--- src/rtl/dmem_wait_ctrl.sv ---
// Data-memory wait-state controller: turns single-cycle core loads/stores into
// req/ack transfers on a slow word-wide memory, with read-modify-write byte stores.
module dmem_wait_ctrl #(
  parameter int unsigned ADDR_W = 6,
  parameter int unsigned CNT_W  = 16
) (
  input  logic              clk,
  input  logic              reset,
  input  logic              cpu_re,
  input  logic              cpu_we,
  input  logic              cpu_sb,
  input  logic [31:0]       cpu_addr,
  input  logic [31:0]       cpu_wdata,
  output logic [31:0]       cpu_rdata,
  output logic              cpu_stall,
  output logic              mem_req,
  output logic              mem_we,
  output logic [ADDR_W-1:0] mem_addr,
  output logic [31:0]       mem_wdata,
  input  logic [31:0]       mem_rdata,
  input  logic              mem_ack,
  output logic [CNT_W-1:0]  stall_cycles
);

  typedef enum logic [2:0] {
    S_IDLE,
    S_RD,
    S_WR,
    S_RMW_RD,
    S_RMW_WR,
    S_DONE
  } state_e;

  state_e             state_q, state_d;
  logic               mem_req_q, mem_req_d;
  logic               mem_we_q, mem_we_d;
  logic [ADDR_W-1:0]  mem_addr_q, mem_addr_d;
  logic [31:0]        mem_wdata_q, mem_wdata_d;
  logic [31:0]        cpu_rdata_q, cpu_rdata_d;
  logic [7:0]         sb_byte_q, sb_byte_d;
  logic [1:0]         lane_q, lane_d;
  logic [CNT_W-1:0]   stall_cycles_q, stall_cycles_d;
  logic               stall_c;
  logic [31:0]        merged_c;
  logic               unused_addr_bits;

  // Address bits above the backing memory wrap and are intentionally dropped.
  assign unused_addr_bits = ^cpu_addr[31:ADDR_W+2];

  // Big-endian byte lane insertion into the word read back during RMW.
  always_comb begin
    merged_c = mem_rdata;
    case (lane_q)
      2'd0:    merged_c[31:24] = sb_byte_q;
      2'd1:    merged_c[23:16] = sb_byte_q;
      2'd2:    merged_c[15:8]  = sb_byte_q;
      default: merged_c[7:0]   = sb_byte_q;
    endcase
  end

  always_comb begin
    state_d        = state_q;
    mem_addr_d     = mem_addr_q;
    mem_wdata_d    = mem_wdata_q;
    cpu_rdata_d    = cpu_rdata_q;
    sb_byte_d      = sb_byte_q;
    lane_d         = lane_q;
    stall_cycles_d = stall_cycles_q;
    stall_c        = 1'b0;

    case (state_q)
      S_IDLE: begin
        stall_c = cpu_re | cpu_we;
        if (cpu_re | cpu_we) begin
          mem_addr_d  = cpu_addr[ADDR_W+1:2];
          lane_d      = cpu_addr[1:0];
          sb_byte_d   = cpu_wdata[7:0];
          mem_wdata_d = cpu_wdata;
          if (cpu_we) state_d = cpu_sb ? S_RMW_RD : S_WR;
          else        state_d = S_RD;
        end
      end
      S_RD: begin
        stall_c = 1'b1;
        if (mem_ack) begin
          cpu_rdata_d = mem_rdata;
          state_d     = S_DONE;
        end
      end
      S_WR: begin
        stall_c = 1'b1;
        if (mem_ack) state_d = S_DONE;
      end
      S_RMW_RD: begin
        stall_c = 1'b1;
        if (mem_ack) begin
          mem_wdata_d = merged_c;
          state_d     = S_RMW_WR;
        end
      end
      S_RMW_WR: begin
        stall_c = 1'b1;
        if (mem_ack) state_d = S_DONE;
      end
      S_DONE:  state_d = S_IDLE;
      default: state_d = S_IDLE;
    endcase

    // Request strobes are Moore outputs of the state being entered.
    mem_req_d = (state_d == S_RD) || (state_d == S_WR) ||
                (state_d == S_RMW_RD) || (state_d == S_RMW_WR);
    mem_we_d  = (state_d == S_WR) || (state_d == S_RMW_WR);

    if (stall_c && (stall_cycles_q != {CNT_W{1'b1}}))
      stall_cycles_d = stall_cycles_q + CNT_W'(1);
  end

  always_ff @(posedge clk or posedge reset) begin
    if (reset) begin
      state_q        <= S_IDLE;
      mem_req_q      <= 1'b0;
      mem_we_q       <= 1'b0;
      mem_addr_q     <= '0;
      mem_wdata_q    <= '0;
      cpu_rdata_q    <= '0;
      sb_byte_q      <= '0;
      lane_q         <= '0;
      stall_cycles_q <= '0;
    end else begin
      state_q        <= state_d;
      mem_req_q      <= mem_req_d;
      mem_we_q       <= mem_we_d;
      mem_addr_q     <= mem_addr_d;
      mem_wdata_q    <= mem_wdata_d;
      cpu_rdata_q    <= cpu_rdata_d;
      sb_byte_q      <= sb_byte_d;
      lane_q         <= lane_d;
      stall_cycles_q <= stall_cycles_d;
    end
  end

  assign cpu_stall    = stall_c;
  assign mem_req      = mem_req_q;
  assign mem_we       = mem_we_q;
  assign mem_addr     = mem_addr_q;
  assign mem_wdata    = mem_wdata_q;
  assign cpu_rdata    = cpu_rdata_q;
  assign stall_cycles = stall_cycles_q;

endmodule

--- config.mk ---
export PLATFORM = sky130hd
export DESIGN_NAME = dmem_wait_ctrl
export DESIGN_NICKNAME = d
export VERILOG_FILES = /design/src/rtl/dmem_wait_ctrl.sv
export SDC_FILE = /design/constraint.sdc
export NUM_CORES = 1
export LEC_CHECK = 0
export ABC_AREA = 1
export BUFFER_PORTS_ARGS = -buffer_cell sky130_fd_sc_hd__buf_2
export CORE_MARGIN = 2
export CORE_UTILIZATION = 53
export CTS_BUF_LIST = sky130_fd_sc_hd__clkbuf_16
export CTS_CLUSTER_SIZE = 40
export DETAILED_ROUTE_END_ITERATION = 8
export PLACE_DENSITY = 0.86
export SETUP_SLACK_MARGIN = 0.02
export SLEW_MARGIN = 20
export SYNTH_ARGS = -nofsm -noshare
export SYNTH_HDL_FRONTEND = slang
export SYNTH_SLANG_ARGS = --single-unit
export TNS_END_PERCENT = 1
--- constraint.sdc ---
create_clock -name clk -period 6.5 [get_ports clk]
set_input_delay 0.65 -clock clk [delete_from_list [all_inputs] [get_ports clk]]
set_output_delay 0.65 -clock clk [all_outputs]
set_load 0.05 [all_outputs]
==> results summary, run 1 <==
The run finished with clean final reports. The total routed wirelength came out at 13.1 mm. The fraction of layout cells with a size suffix above 1 came out at 0.283. The ratio of routed vias to standard cells is 5.26.

The remaining global-route overflow came out at 0. The number of pins with negative max-slew slack in the final report was 0. The clock period could shrink to roughly 2.8 ns. The post-route worst setup slack is 3.72 ns. In the final routed layout, each cell accounts on average for 15.0 um. The final setup violation count came out at 0.

The count of yosys warnings during synthesis came out at 0. The arrival time of the worst setup path is 2.13 ns. The count of nets left with antenna violations after detail routing came out at 0.

The initial antenna violation count came out at 1. Summing over every cut layer, the via total after detailed routing is 4,601. The fraction of power consumed by sequential logic came out at 0.309. The initial utilization of the core area, before any placement, comes to 0.539. Traced cell by cell, the critical path runs through nor2_2 > nand3_2 > nand2_1 > buf_2. The global-route total usage across every layer is 0.255. The pre-CTS worst setup slack is between 3 and 4 ns. Counting every net in the synthesized netlist gives 709. The cell-internal power came out at 1640 uW. The peak ir drop on the vdd network came out at between 0.3 and 0.4 mV. The largest delay contributor family on the critical path is simple AND/OR/NAND/NOR gates. The post-CTS repair timing setup buffer count came out at 0.

The via count of the first global-routing pass came out at 4,259. The number of hold violations in the final report came out at 0. TritonCTS built the clock tree. The net total in the final layout is 861. The worst setup path startpoint is state_q[1].

The number of H-tree levels is 3. The net switching power figure is 1960 uW. The final HPWL from detailed placement came out at 9.72 mm. The setup TNS came out at 0 ns. In this run the cell area of the synthesized design comes to about 0.005 mm2. The clock arrives with 0.0130 ns of skew. The number of buffers and inverters on the critical path is 1. The maximum frequency from static timing analysis is between 0.3 and 0.4 GHz. The core region area came out at 0.00915 mm2. The floorplan step set the die height to 100 um. The average footprint of a synthesized cell is 8.13 um2.

The share of total power in the clock network came out at 0.142. The relative contribution of combinational cells to total power came out at 0.548. The post-cts repair resize count is 0.

The post-synthesis sequential element count is 101. The type of the tightest min-delay check is in -> async. The number of DRC violations after detailed-routing iteration 0 came out at 268. The number of maximum-capacitance constraint violations is 0. The largest net degree at the start of global routing is 52. The required arrival time at the worst endpoint came out at 5.85 ns. Clock tree synthesis selected as its root buffer the cell clkbuf_16. The post-synthesis cell type count is 26. The first TritonRoute pass finished after 5 iterations. The layout has 758 filler cells. The maximum single-stage delay on the critical path came out at 0.48 ns. The kind of start point of the critical path is a register. At the later pin of the worst-skew pair, clock insertion delay measures 0.34 ns. The overall die width came out at 100 um.

Once layout is complete, the utilization of the core stands at 0.664. The gate count after technology mapping came out at between 600 and 700. By startpoint and endpoint, the worst setup path is classified as reg -> out. The top-level I/O count came out at between 150 and 200. The maximum fanout along the worst path came out at 24. The count of buffers inserted at the top-level ports is 166.

The number of clock buffers added by TritonCTS is 9. The post-route clock period utilization is 0.427. For the pin with the worst max-slew slack, the measured transition is 0.923 ns.

Setup repair after global routing left no endpoint under its margin. The area of all placed cells without fillers is 0.00607 mm2. Among all stages on the critical path, the largest delay is contributed by dfrtp_1. The first global-routing pass estimated 20.2 mm of wire. The cell area reported after detailed placement came out at approximately 0.0058 mm2. For this design the ratio of total power to cell area is 592 mW/mm2. The antenna diode count is 0. The area overhead of the layout relative to synthesis came out at 23.2%. The count of clock tree sinks came out at 101. The floorplan step defined a die boundary enclosing about 0.01 mm2. The startpoint of the worst register-to-register path is state_q[1]. The count of standard-cell rows came out at 35. Of the synthesized area, sequential elements account for 0.513. The post-CTS clock slew at the launch and capture registers of the worst setup and hold paths came out at 0.08 ns. The DRC violation count after routing came out at 0. Of the total power, the share spent switching nets is 0.544. The critical path endpoint category is an output port. The relative max-transition margin came out at 0.384.

The leakage power is 0.00331 uW. The number of buffers between clock root and the deepest sink is 2. The cts-stage hold buffer count is 0. At the end of routability-driven placement, the weighted congestion stood at 0.879.
==> cells by family after synthesis <==
kind of cell / share of synthesized area
xor gates and xnor gates: 0.0124
and+or+nand+nor: 0.227
DFF: 0.513
buffers and inverters: 0.0604
AOI/OAI and AO/OA: 0.130
muxes: 0.0548
adders and majority gates: 0.00254
==> state kept, by name, indices dropped and copies added, names as in the netlist <==
name / flops
mem_wdata: 32
state_q: 3
mem_req: 1
mem_addr: 6
mem_we: 1
sb_byte_q: 8
cpu_rdata: 32
stall_cycles: 16
lane_q: 2
==> worst reg2reg max path, delay by kind of cell (launching register included) <==
| kind | cells | cell delay [ns] |
|---|---|---|
| AOI/OAI and AO/OA | 2 | 0.69 |
| buffers and inverters | 1 | 0.43 |
| DFF | 1 | 0.48 |
| and+or+nand+nor | 3 | 0.88 |
==> power groups by stage <==
stage / combinational (uW) / sequential (uW) / clock (uW)
2_1_floorplan: 738 / 1890 / 0
4_1_cts: 1980 / 1110 / 518
6_report: 1970 / 1110 / 512
5_1_grt: 2120 / 1140 / 546
3_5_place_dp: 1980 / 1110 / 0
3_3_place_gp: 1920 / 1100 / 0
==> final timing paths <==
kind / to / slack (ns) / cells after the start
max: cpu_stall / 3.72 / 4
min: stall_cycles[3] / 0.39 / 2
max reg2reg: mem_wdata[19] / 3.86 / 6
min reg2reg: mem_wdata[24] / 0.48 / 2
max in group asynchronous: mem_we / 5.01 / 3
min in group clk: mem_wdata[24] / 0.48 / 2
==> layer usage <==
layer | routed length, um | share of wire | GRT usage | vias to the layer above
li1 | - | - | - | 2248
met1 | 5410 | 0.41 | 0.330 | 2142
met2 | 6550 | 0.50 | 0.427 | 182
met3 | 826 | 0.063 | 0.0578 | 29
met4 | 293 | 0.022 | 0.0832 | 0
met5 | 0 | 0 | 0 | -
==> cells in the final DEF (no fill, tap or decap) <==
cell and n:
a21oi_1 17, nand3_4 1, inv_4 1, nand4_1 5, inv_1 43, o21ai_0 71
ha_1 1, a21boi_0 16, buf_4 1, o22ai_1 7, xnor2_1 5, nor2_1 21
buf_2 166, nand3_1 5, nand3_2 2, inv_8 2, a21oi_4 1, inv_2 2
o21ai_1 4, dfrtp_1 101, nand2_2 1, nor3_1 2, clkinv_1 1, xor2_1 2
nand2_1 246, mux2_2 24, clkinvlp_4 1, clkinv_4 3, clkbuf_16 9, nor2_2 2
==> final cells by class <==
cell class                      instances  area [um2]  share of cell area
Sequential cell                       101        2530               0.416
Multi-Input combinational cell        433        2110               0.347
Timing Repair Buffer                  167         838               0.138
Clock buffer                            9         225              0.0371
Inverter                               46         175              0.0288
Tap cell                              111         139              0.0229
Clock inverter                          7        60.1             0.00989
==> synthesized netlist by cell type <==
cell type / instances / area, um2
nand2_1: 246 / 923
dfrtp_1: 101 / 2530
o21ai_0: 71 / 355
inv_1: 44 / 165
mux2_2: 24 / 270
nor2_1: 21 / 78.8
a21oi_1: 17 / 85.1
a21boi_0: 16 / 120
clkbuf_1: 13 / 48.8
buf_2: 10 / 50.1
o22ai_1: 7 / 43.8
nand3_1: 6 / 30.0
nand4_1: 5 / 31.3
xnor2_1: 5 / 43.8
o21ai_1: 4 / 20.0
buf_6: 2 / 22.5
inv_2: 2 / 7.51
nor2_2: 2 / 12.5
nor3_1: 2 / 10.0
xor2_1: 2 / 17.5
a21oi_4: 1 / 16.3
buf_1: 1 / 3.75
ha_1: 1 / 12.5
nand2_2: 1 / 6.26
nand3_2: 1 / 10.0
nand3_4: 1 / 17.5
==> through the flow <==
stage               power (uW)  hold WS [ns]  std cells
floorplan                 2620         0.485        606
global placement          3020         0.460        858
detailed placement        3090         0.460        858
CTS                       3600         0.420        874
global route              3810         0.441        874
finish                    3600         0.391        874
Power figures use the tool's default switching activity.
==> run 2: changes to the inputs <==
- ABC_AREA: 1 -> 0
- CORE_UTILIZATION: 53 -> 44
- PLACE_DENSITY: 0.86 -> 0.76
- clock period: 6.5 -> 2.55 ns (I/O delays scaled with it)
==> results summary, run 2 <==
TritonCTS built the clock tree. The count of yosys warnings during synthesis is 0. The number of H-tree levels came out at 3.

Counting flops with a built-in enable in the synthesized netlist gives 0. The post-route worst hold slack is 0.0321 ns. The number of pins with negative max-slew slack in the final report is 0. Dividing the detail-routed wire length by the instance count gives approximately 17 um. The largest net degree at the start of global routing came out at 102.

The count of clock tree sinks is 101. Leaving out fill and tap cells, the most frequent cells in the layout are 166 x buf_2, 101 x dfrtp_1, 51 x mux2_2, 41 x nand2_1, 35 x o21ai_0. Once the clock tree was built, the setup fixing pass inserted 0 buffers. The gate count after technology mapping is 382. The count of buffers inserted at the top-level ports is 166. The critical path in this run is classified as reg -> out.

The multi-input gate area in the final layout is around 0.0021 mm2. The required arrival time at the worst endpoint came out at approximately 2.3 ns. The number of buffers between clock root and the deepest sink is 2. The count of standard-cell rows is 38.

Counting every net in the synthesized netlist gives 485. The number of hold violations in the final report came out at 0. The final RePlAce weighted congestion is 0.836. The vertical die dimension came out at around 110 um. The later pin in the worst-skew pair is clocked with a latency of 0.34 ns. The initial antenna violation count came out at 0. The post-route clock period utilization is 0.848.

On the final layout, the worst clock skew is 0.00729 ns. The relative max-transition margin is 0.609. The met3 wire length came out at 993 um. The tree is rooted in a clkbuf_16. The leakage power came out at 0.00310 uW.

The peak ir drop on the vdd network is 0.860 mV. The count of nets left with antenna violations after detail routing came out at 0. The setup TNS is 0 ns. The DRC violation count after routing is 0. The flow ran to the end, and the final reports show no timing, DRC or antenna violations. The routed length on met2 is about 5.5 mm. The most common cell after layout, fill and taps aside is buf_2. Sorting the synthesized cells by how often they occur yields 101 x dfrtp_1, 51 x mux2_2, 41 x nand2_1. The via count came out at 3,618.

The number of filler instances in the final layout is a little over 900. STA classifies the critical path startpoint as a register. Setup repair after global routing left no endpoint under its margin. The floorplan die area is around 0.012 mm2. The post-cts repair resize count is 0.

Data arrives at the worst endpoint at between 1.5 and 2 ns. After synthesis, the share of flip-flops with an asynchronous set or reset is 1.00. The dominant synthesized flop cell is dfrtp_1.

The power density normalized to cell area came out at 1620 mW/mm2. Synthesis instantiated 35 different standard cells from the library. The first-pass detailed-route iteration total is 4. After detailed routing, the number of vias per cell comes to 5.25. The remaining global-route overflow came out at 0.

Summed over all instances, the cell type with the most area after synthesis is dfrtp_1. At the pin with the least slew margin, the transition time is 0.587 ns. Buffers inserted during clock tree synthesis total 9.

The final critical-path required period came out at between 2 and 2.5 ns. The core region area came out at 0.0107 mm2. Setup violations remaining at the end of the flow were counted as 0. Signal routing reaches up to met4. The number of DRC violations after detailed-routing iteration 0 is roughly 210. The global-route total usage across every layer is 0.201. The number of antenna diodes in the final layout is 0. The maximum frequency from static timing analysis came out at about 0.46 GHz.

The die is 108 um wide. Sorting the synthesized cells by area gives the leading types as dfrtp_1 53%, mux2_2 12%, mux2i_1 6.7%. The sequential cell area came out at 0.00253 mm2. In this run, synthesis produced a sequential element count of 101. The wire length the detailed router placed on met1 is 4.93 mm.

In this run the count of I/O pins placed on the die edge is approximately 190. The critical path endpoint category is an output port. In the final layout, the share of cells above drive strength 1 is 0.486. The via count of the first global-routing pass came out at between 3k and 4k. The maximum fanout along the worst path came out at 10. The type of the tightest min-delay check is in -> async. The most common cell in the synthesized netlist is dfrtp_1. Clock-pin slew was measured on the worst setup and hold paths at roughly 0.06 ns. The first global-routing pass estimated approximately 18 mm of wire. The area share of the leading cell type in the synthesized netlist is 0.526. The total routed wirelength came out at ~12 mm. From synthesis to final layout, the design area changed by 26.6%.

The net total in the final layout came out at 647. The final HPWL from detailed placement is 8.16 mm. The share of the Yosys chip area taken by registers is 0.526. The cts-stage hold buffer count came out at 0. The number of maximum-capacitance constraint violations is 0. The average footprint of a synthesized cell came out at 12.6 um2. The starting utilization of the core area came out at 0.447. The area of the mapped netlist came out at 0.00480 mm2.
run 2: worst max-delay path, stage by stage, from the launching register on:
cell	delay, ns
dfrtp_1	0.52
or4_4	0.60
o21ai_2	0.16
inv_1	0.07
buf_2	0.21
run 2: metal layers:
layer,up-vias,global-route usage
li1,1681,-
met1,1779,0.257
met2,146,0.332
met3,12,0.0567
met4,0,0.0595
met5,-,0
run 2: stage by stage:
| step | cell area [um2] | util | setup WS [ns] | power (uW) | cells |
|---|---|---|---|---|---|
| after floorplan | 4810 | - | 0.551 | 7180 | 382 |
| after global placement | 5760 | 0.536 | 0.656 | 8310 | 673 |
| after detailed placement | 5760 | 0.536 | 0.628 | 8450 | 673 |
| after CTS | 6080 | 0.566 | 0.370 | 9920 | 689 |
| after global routing | 6080 | 0.566 | 0.276 | 10300 | 689 |
| final | 6080 | 0.566 | 0.387 | 9820 | 689 |
run 2: area by class of cell:
cell class                 count  share of cell area
multi-input combinational    256               0.353
clock buffer                   9              0.0370
inverter                       5             0.00370
sequential                   101               0.416
tap                          140              0.0288
clock inverter                 7              0.0150
timing repair buffer         171               0.147
run 2: final timing paths:
kind,startpoint,to,slack [ns],cells after the start
hold / removal,reset,mem_addr[2],0.03,3
max in group asynchronous,reset,mem_wdata[29],2.06,3
hold reg to reg,mem_wdata[18],mem_wdata[18],0.50,1
min in group clk,cpu_addr[6],mem_addr[4],0.15,2
setup reg to reg,state_q[2],mem_wdata[13],0.60,4
setup / recovery,state_q[1],cpu_stall,0.39,4
run 2: cell families (layout without fill, tap and decap cells):
group | after synthesis | in the layout | share of synthesized area
compound gates | 47 | 47 | 0.0560
fa+ha+maj | 1 | 1 | 0.00261
xor+xnor | 15 | 15 | 0.0274
mux | 114 | 114 | 0.275
flops | 101 | 101 | 0.526
buf+inv | 25 | 192 | 0.0284
simple gates | 79 | 79 | 0.0847
run 2: where the power goes:
group / leakage (uW) / total, uW / internal [uW] / switching, uW
combinational: 0.00173 / 5400 / 1800 / 3590
clock: 0.000161 / 1440 / 856 / 581
sequential: 0.00121 / 2990 / 2360 / 623
